[config.mk]
export PLATFORM = sky130hd
export DESIGN_NAME = conway_mode_controller
export DESIGN_NICKNAME = d
export VERILOG_FILES = /design/src/rtl/conway_mode_controller.sv
export SDC_FILE = /design/constraint.sdc
export NUM_CORES = 1
export LEC_CHECK = 0
export ABC_AREA = 1
export BUFFER_PORTS_ARGS = -buffer_cell sky130_fd_sc_hd__buf_2
export CAP_MARGIN = 5
export CORE_MARGIN = 2
export CORE_UTILIZATION = 55
export DETAILED_ROUTE_END_ITERATION = 8
export PLACE_DENSITY = 0.83
export SETUP_SLACK_MARGIN = 0.4
export SKIP_CTS_REPAIR_TIMING = 1
export SYNTH_ARGS = -nofsm -noshare
export SYNTH_HDL_FRONTEND = slang
export SYNTH_SLANG_ARGS = --single-unit
[constraint.sdc]
create_clock -name CLK -period 3.7 [get_ports CLK]
set_input_delay 0.185 -clock CLK [delete_from_list [all_inputs] [get_ports CLK]]
set_output_delay 0.185 -clock CLK [all_outputs]
set_load 0.05 [all_outputs]
[src/rtl/conway_mode_controller.sv]
// Mode sequencer for the Conway system memory: turns host commands into
// exact-length LOAD / RUN / OUTPUT bursts with a one-cycle DONE pulse.
module conway_mode_controller #(
  parameter int data_size = 64,
  parameter int gen_width = 16
) (
  input  logic                 CLK,
  input  logic                 RESET_N,
  input  logic                 CMD_LOAD,
  input  logic                 CMD_RUN,
  input  logic                 CMD_OUTPUT,
  input  logic [gen_width-1:0] GEN_COUNT,
  input  logic                 SERIAL_IN_VALID,
  input  logic                 ABORT,
  output logic                 LOAD_MODE,
  output logic                 RUN_MODE,
  output logic                 OUTPUT_MODE,
  output logic                 SERIAL_OUT_VALID,
  output logic                 BUSY,
  output logic                 DONE
);

  localparam int CNT_W = $clog2(data_size) + 1;
  localparam logic [CNT_W-1:0] LAST_BIT = CNT_W'(data_size - 1);

  typedef enum logic [2:0] {
    S_IDLE,
    S_LOAD,
    S_RUN,
    S_OUTPUT,
    S_DRAIN
  } state_t;

  state_t               r_state;
  state_t               w_state_nxt;
  logic [CNT_W-1:0]     r_bit_cnt;
  logic [CNT_W-1:0]     w_bit_cnt_nxt;
  logic [gen_width-1:0] r_gen_cnt;
  logic [gen_width-1:0] w_gen_cnt_nxt;
  logic                 r_done;
  logic                 w_done_nxt;
  logic                 r_serial_out_valid;

  always_ff @(posedge CLK or negedge RESET_N) begin
    if (!RESET_N) begin
      r_state            <= S_IDLE;
      r_bit_cnt          <= '0;
      r_gen_cnt          <= '0;
      r_done             <= 1'b0;
      r_serial_out_valid <= 1'b0;
    end else begin
      r_state            <= w_state_nxt;
      r_bit_cnt          <= w_bit_cnt_nxt;
      r_gen_cnt          <= w_gen_cnt_nxt;
      r_done             <= w_done_nxt;
      r_serial_out_valid <= (r_state == S_OUTPUT);
    end
  end

  // r_gen_cnt holds generations still to run, including the current cycle.
  always_comb begin
    w_state_nxt   = r_state;
    w_bit_cnt_nxt = r_bit_cnt;
    w_gen_cnt_nxt = r_gen_cnt;
    w_done_nxt    = 1'b0;
    case (r_state)
      S_IDLE: begin
        w_bit_cnt_nxt = '0;
        if (CMD_RUN) begin
          if (GEN_COUNT == '0) begin
            w_done_nxt = 1'b1;
          end else begin
            w_state_nxt   = S_RUN;
            w_gen_cnt_nxt = GEN_COUNT;
          end
        end else if (CMD_LOAD) begin
          w_state_nxt = S_LOAD;
        end else if (CMD_OUTPUT) begin
          w_state_nxt = S_OUTPUT;
        end
      end
      S_LOAD: begin
        if (ABORT) begin
          w_state_nxt   = S_IDLE;
          w_bit_cnt_nxt = '0;
        end else if (SERIAL_IN_VALID) begin
          if (r_bit_cnt == LAST_BIT) begin
            w_state_nxt   = S_IDLE;
            w_bit_cnt_nxt = '0;
            w_done_nxt    = 1'b1;
          end else begin
            w_bit_cnt_nxt = r_bit_cnt + 1'b1;
          end
        end
      end
      S_RUN: begin
        if (ABORT) begin
          w_state_nxt   = S_IDLE;
          w_gen_cnt_nxt = '0;
        end else if (r_gen_cnt == gen_width'(1)) begin
          w_state_nxt   = S_IDLE;
          w_gen_cnt_nxt = '0;
          w_done_nxt    = 1'b1;
        end else begin
          w_gen_cnt_nxt = r_gen_cnt - 1'b1;
        end
      end
      S_OUTPUT: begin
        if (r_bit_cnt == LAST_BIT) begin
          w_state_nxt   = S_DRAIN;
          w_bit_cnt_nxt = '0;
        end else begin
          w_bit_cnt_nxt = r_bit_cnt + 1'b1;
        end
      end
      S_DRAIN: begin
        w_state_nxt = S_IDLE;
        w_done_nxt  = 1'b1;
      end
      default: begin
        w_state_nxt   = S_IDLE;
        w_bit_cnt_nxt = '0;
        w_gen_cnt_nxt = '0;
      end
    endcase
  end

  assign LOAD_MODE        = (r_state == S_LOAD) && SERIAL_IN_VALID;
  assign RUN_MODE         = (r_state == S_RUN);
  assign OUTPUT_MODE      = (r_state == S_OUTPUT);
  assign SERIAL_OUT_VALID = r_serial_out_valid;
  assign BUSY             = (r_state != S_IDLE);
  assign DONE             = r_done;

endmodule

==> metrics.txt <==
# TYPE chip_impl_metric gauge
chip_impl_metric{name="drt_drc_violations_left",unit=""} 0
chip_impl_info{name="grt_setup_unrepaired",value="false"} 1
chip_impl_metric{name="report.power.total",unit="mW"} 1.636
chip_impl_metric{name="worst-path-max-fanout",unit=""} 6
chip_impl_metric{name="worst-path-buf-inv",unit=""} 1
chip_impl_metric{name="crit_required",unit="ns"} 3.99
chip_impl_metric{name="number_of_distinct_standard_cells_referenced_by_the_synthesized_netlist",unit=""} 29
chip_impl_metric{name="grtUsageTotal",unit="%"} 25.40
chip_impl_metric{name="number_of_synthesized_register_bits",unit=""} 28
chip_impl_metric{name="holdWs",unit="ns"} 0.1375
chip_impl_metric{name="powerDensity",unit="mW/mm^2"} 740.9
chip_impl_metric{name="finalHoldViolations",unit=""} 0
chip_impl_metric{name="buffer_ports.inserted",unit=""} 28
chip_impl_metric{name="slew-limit-headroom",unit="%"} 56.92
chip_impl_metric{name="max-cap-violations",unit=""} 0
chip_impl_metric{name="final_period_minus_worst_setup_slack",unit="ns"} 1.685
chip_impl_metric{name="final_design_area_no_fill",unit="sq mm"} 0.002208
chip_impl_metric{name="top_level_port_count",unit=""} 29
chip_impl_metric{name="netlist_area",unit="sq mm"} 0.001996
chip_impl_metric{name="antenna_violating_nets_post_route",unit=""} 0
chip_impl_metric{name="post-route-period-util",unit="%"} 45.54
chip_impl_metric{name="effective_utilization_at_floorplan",unit="%"} 58.42
chip_impl_metric{name="final-setup-viol-count",unit=""} 0
chip_impl_metric{name="detailedPlacementHpwl",unit="um"} 3472
chip_impl_metric{name="ys.warnings.count",unit=""} 0
chip_impl_metric{name="syn-instance-count",unit=""} 312
chip_impl_metric{name="syn_nets",unit=""} 338
chip_impl_metric{name="die_height",unit="um"} 64.24
chip_impl_metric{name="min_delay_path_depth",unit=""} 5
chip_impl_metric{name="cts_num_sinks",unit=""} 28
chip_impl_metric{name="grt_pass1_wl",unit="um"} 8397
chip_impl_info{name="critical_path.most_common_cell",value="sky130_fd_sc_hd__nand2_1"} 1
chip_impl_metric{name="timing.final.ws_setup",unit="ns"} 2.015
chip_impl_metric{name="grt-ovfl-total",unit=""} 0
chip_impl_metric{name="die-area",unit="sq mm"} 0.004126
chip_impl_metric{name="detailroute.via_count",unit=""} 1974
chip_impl_metric{name="drt_first_iter_violations",unit=""} 96
chip_impl_metric{name="finalSetupTns",unit="ns"} 0
chip_impl_metric{name="layout_area_overhead",unit="%"} 10.66
chip_impl_metric{name="place_area",unit="sq mm"} 0.002162
chip_impl_metric{name="detail_route.vias_per_cell",unit=""} 5.101
chip_impl_metric{name="maxSlewViolCount",unit=""} 0
chip_impl_metric{name="crit_cells",unit=""} 10
chip_impl_metric{name="leakage_dissipation",unit="nW"} 1.217
chip_impl_metric{name="clkSlewWorstSetupHoldPaths",unit="ns"} 0.15
chip_impl_metric{name="final_net_count",unit=""} 368
chip_impl_metric{name="final.fill_count",unit=""} 322
chip_impl_info{name="clock_root_buffer",value="sky130_fd_sc_hd__clkbuf_4"} 1
chip_impl_metric{name="timing.reg2reg.worst_path_depth",unit=""} 10
chip_impl_metric{name="dpl_worst_slack",unit="ns"} 2.051
chip_impl_metric{name="final_layout_size_suffix_gt1_share",unit="%"} 14.66
chip_impl_info{name="final_common_cell",value="sky130_fd_sc_hd__nand2_1"} 1
chip_impl_metric{name="floorplan.rows",unit=""} 21
chip_impl_info{name="critical-path-top-delay-family",value="simple AND/OR/NAND/NOR gates"} 1
chip_impl_metric{name="first_global_vias",unit=""} 1930
chip_impl_metric{name="reg2reg_setup_slack",unit="ns"} 2.01
chip_impl_metric{name="worst_ir_drop_vdd",unit="mV"} 0.4334
chip_impl_metric{name="htree_levels",unit=""} 1
chip_impl_info{name="mostFrequentLayoutCells",value="sky130_fd_sc_hd__nand2_1 (119), sky130_fd_sc_hd__nor2_1 (44), sky130_fd_sc_hd__inv_1 (33), sky130_fd_sc_hd__nand3_1 (31)"} 1
chip_impl_metric{name="clkLatencyLatePin",unit="ns"} 0.34
chip_impl_metric{name="fin_worst_skew",unit="ns"} 0.007804
chip_impl_metric{name="postRouteWirelength",unit="um"} 4526
chip_impl_metric{name="pin_count_of_the_biggest_net_entering_global_routing",unit=""} 29
chip_impl_metric{name="gp_congestion",unit=""} 0.8712
chip_impl_info{name="outcome",value="complete, no violations"} 1
chip_impl_info{name="worstSetupPathType",value="reg -> reg"} 1
chip_impl_metric{name="antenna-diode-count",unit=""} 0
chip_impl_metric{name="dr.pass1.iters",unit=""} 4
chip_impl_info{name="holdCritPathClass",value="in -> reg"} 1
chip_impl_metric{name="route.detailed.wl_per_inst",unit="um"} 11.70
chip_impl_metric{name="maxClockFrequency",unit="GHz"} 0.5934
chip_impl_metric{name="number_of_clock_buffers_inserted_by_tritoncts",unit=""} 3
chip_impl_metric{name="antenna_found_initial",unit=""} 0
chip_impl_metric{name="cp.arrival",unit="ns"} 1.97
chip_impl_metric{name="synthesis.area_per_instance",unit="sq um"} 6.396
chip_impl_metric{name="timing_worst_slew_pin_value",unit="ns"} 0.6462
chip_impl_info{name="critPathLaunchType",value="register"} 1
chip_impl_info{name="cp_cell_sequence",value="inv_1 -> ha_1 -> nand2_1 -> nor2_2 -> nand2_1 -> nand2_1 -> nand3_1 -> nand2_1 -> nand2_1 -> nand2_1"} 1
chip_impl_info{name="cts_tree",value="yes"} 1
chip_impl_info{name="worstSetupEndpointType",value="register"} 1
chip_impl_metric{name="floorplan.die.width",unit="um"} 64.24
chip_impl_metric{name="fp.coreArea",unit="sq mm"} 0.003416
chip_impl_metric{name="maximum_number_of_buffers_from_clock_root_to_sink",unit=""} 2
chip_impl_metric{name="cpPeakStageDelay",unit="ns"} 0.47
chip_impl_metric{name="synth-seq-area-share",unit="%"} 35.11
chip_impl_info{name="critical_path.slowest_cell",value="sky130_fd_sc_hd__dfrtp_1"} 1
==> worst min-delay path, delay by kind of cell <==
kind	cells	cell delay (ns)
AND/OR/NAND/NOR	4	0.18
buffers and inverters	1	0.09
==> cell type report <==
class / count / area (sq um) / area share, %
Clock buffer: 4 / 36.28 / 1.643
Inverter: 36 / 137.6 / 6.232
Tap cell: 46 / 57.56 / 2.606
Multi-Input combinational cell: 244 / 1126 / 50.99
Sequential cell: 28 / 700.7 / 31.73
Timing Repair Buffer: 29 / 150.1 / 6.799
==> cells by family after synthesis <==
logic type	count (synthesis)	synth area share, %
buffers and inverters	40	8.464
flip-flops	28	35.11
AND/OR/NAND/NOR	212	45.14
AO/OA/AOI/OAI	23	6.772
adder cells (fa/ha/maj)	3	1.881
XOR/XNOR	6	2.633
==> worst paths after layout <==
check	startpoint	endpoint
max reg2reg	r_gen_cnt[0]	r_gen_cnt[10]
min in group asynchronous	RESET_N	r_gen_cnt[11]
max	r_gen_cnt[0]	r_gen_cnt[10]
max in group asynchronous	RESET_N	DONE
min reg2reg	r_bit_cnt[6]	r_bit_cnt[6]
min	GEN_COUNT[8]	r_gen_cnt[8]
==> cell usage after synthesis, drive strengths merged <==
cell type  number  area [sq um]
a31oi           1         6.260
a22oi           1         7.510
nor4            1         6.260
nor2           51         224.0
xor2            4         35.03
nand4           1         6.260
or2             1         6.260
nand3          32         165.2
o21bai          1         7.510
xnor2           2         17.52
a21oi           6         41.29
inv            36         137.6
nor3            2         10.01
dfrtp          28         700.7
buf             3         27.52
nand2         124         483.0
o22ai           2         12.51
o21ai          12         60.06
ha              3         37.54
clkbuf          1         3.750
==> per-layer routing <==
| metal | wire (um) | share of wire (%) | GRT usage (%) | up-vias |
|---|---|---|---|---|
| met5 | 0 | 0 | 0 | - |
| met4 | 57 | 1.3 | 6.117 | 0 |
| li1 | - | - | - | 1031 |
| met2 | 2089 | 46 | 42.45 | 48 |
| met1 | 2156 | 48 | 34.42 | 887 |
| met3 | 221 | 4.9 | 4.225 | 8 |
==> state kept, by name, indices dropped and copies added, names as in the netlist <==
name and count:
r_gen_cnt 16, DONE 1, r_state 3, SERIAL_OUT_VALID 1, r_bit_cnt 7
==> report_power, final <==
part	switching, mW	internal (mW)
Clock	0.0915	0.0604
Sequential	0.0971	0.386
Combinational	0.701	0.300
Total	0.890	0.747
==> through the flow <==
stage,instances,utilization [%]
floorplan,312,-
CTS,386,64.36
detailed placement,382,63.30
global route,387,64.65
finish,387,64.65
global placement,382,63.30
Note: power is estimated with default switching activity, not from simulation.
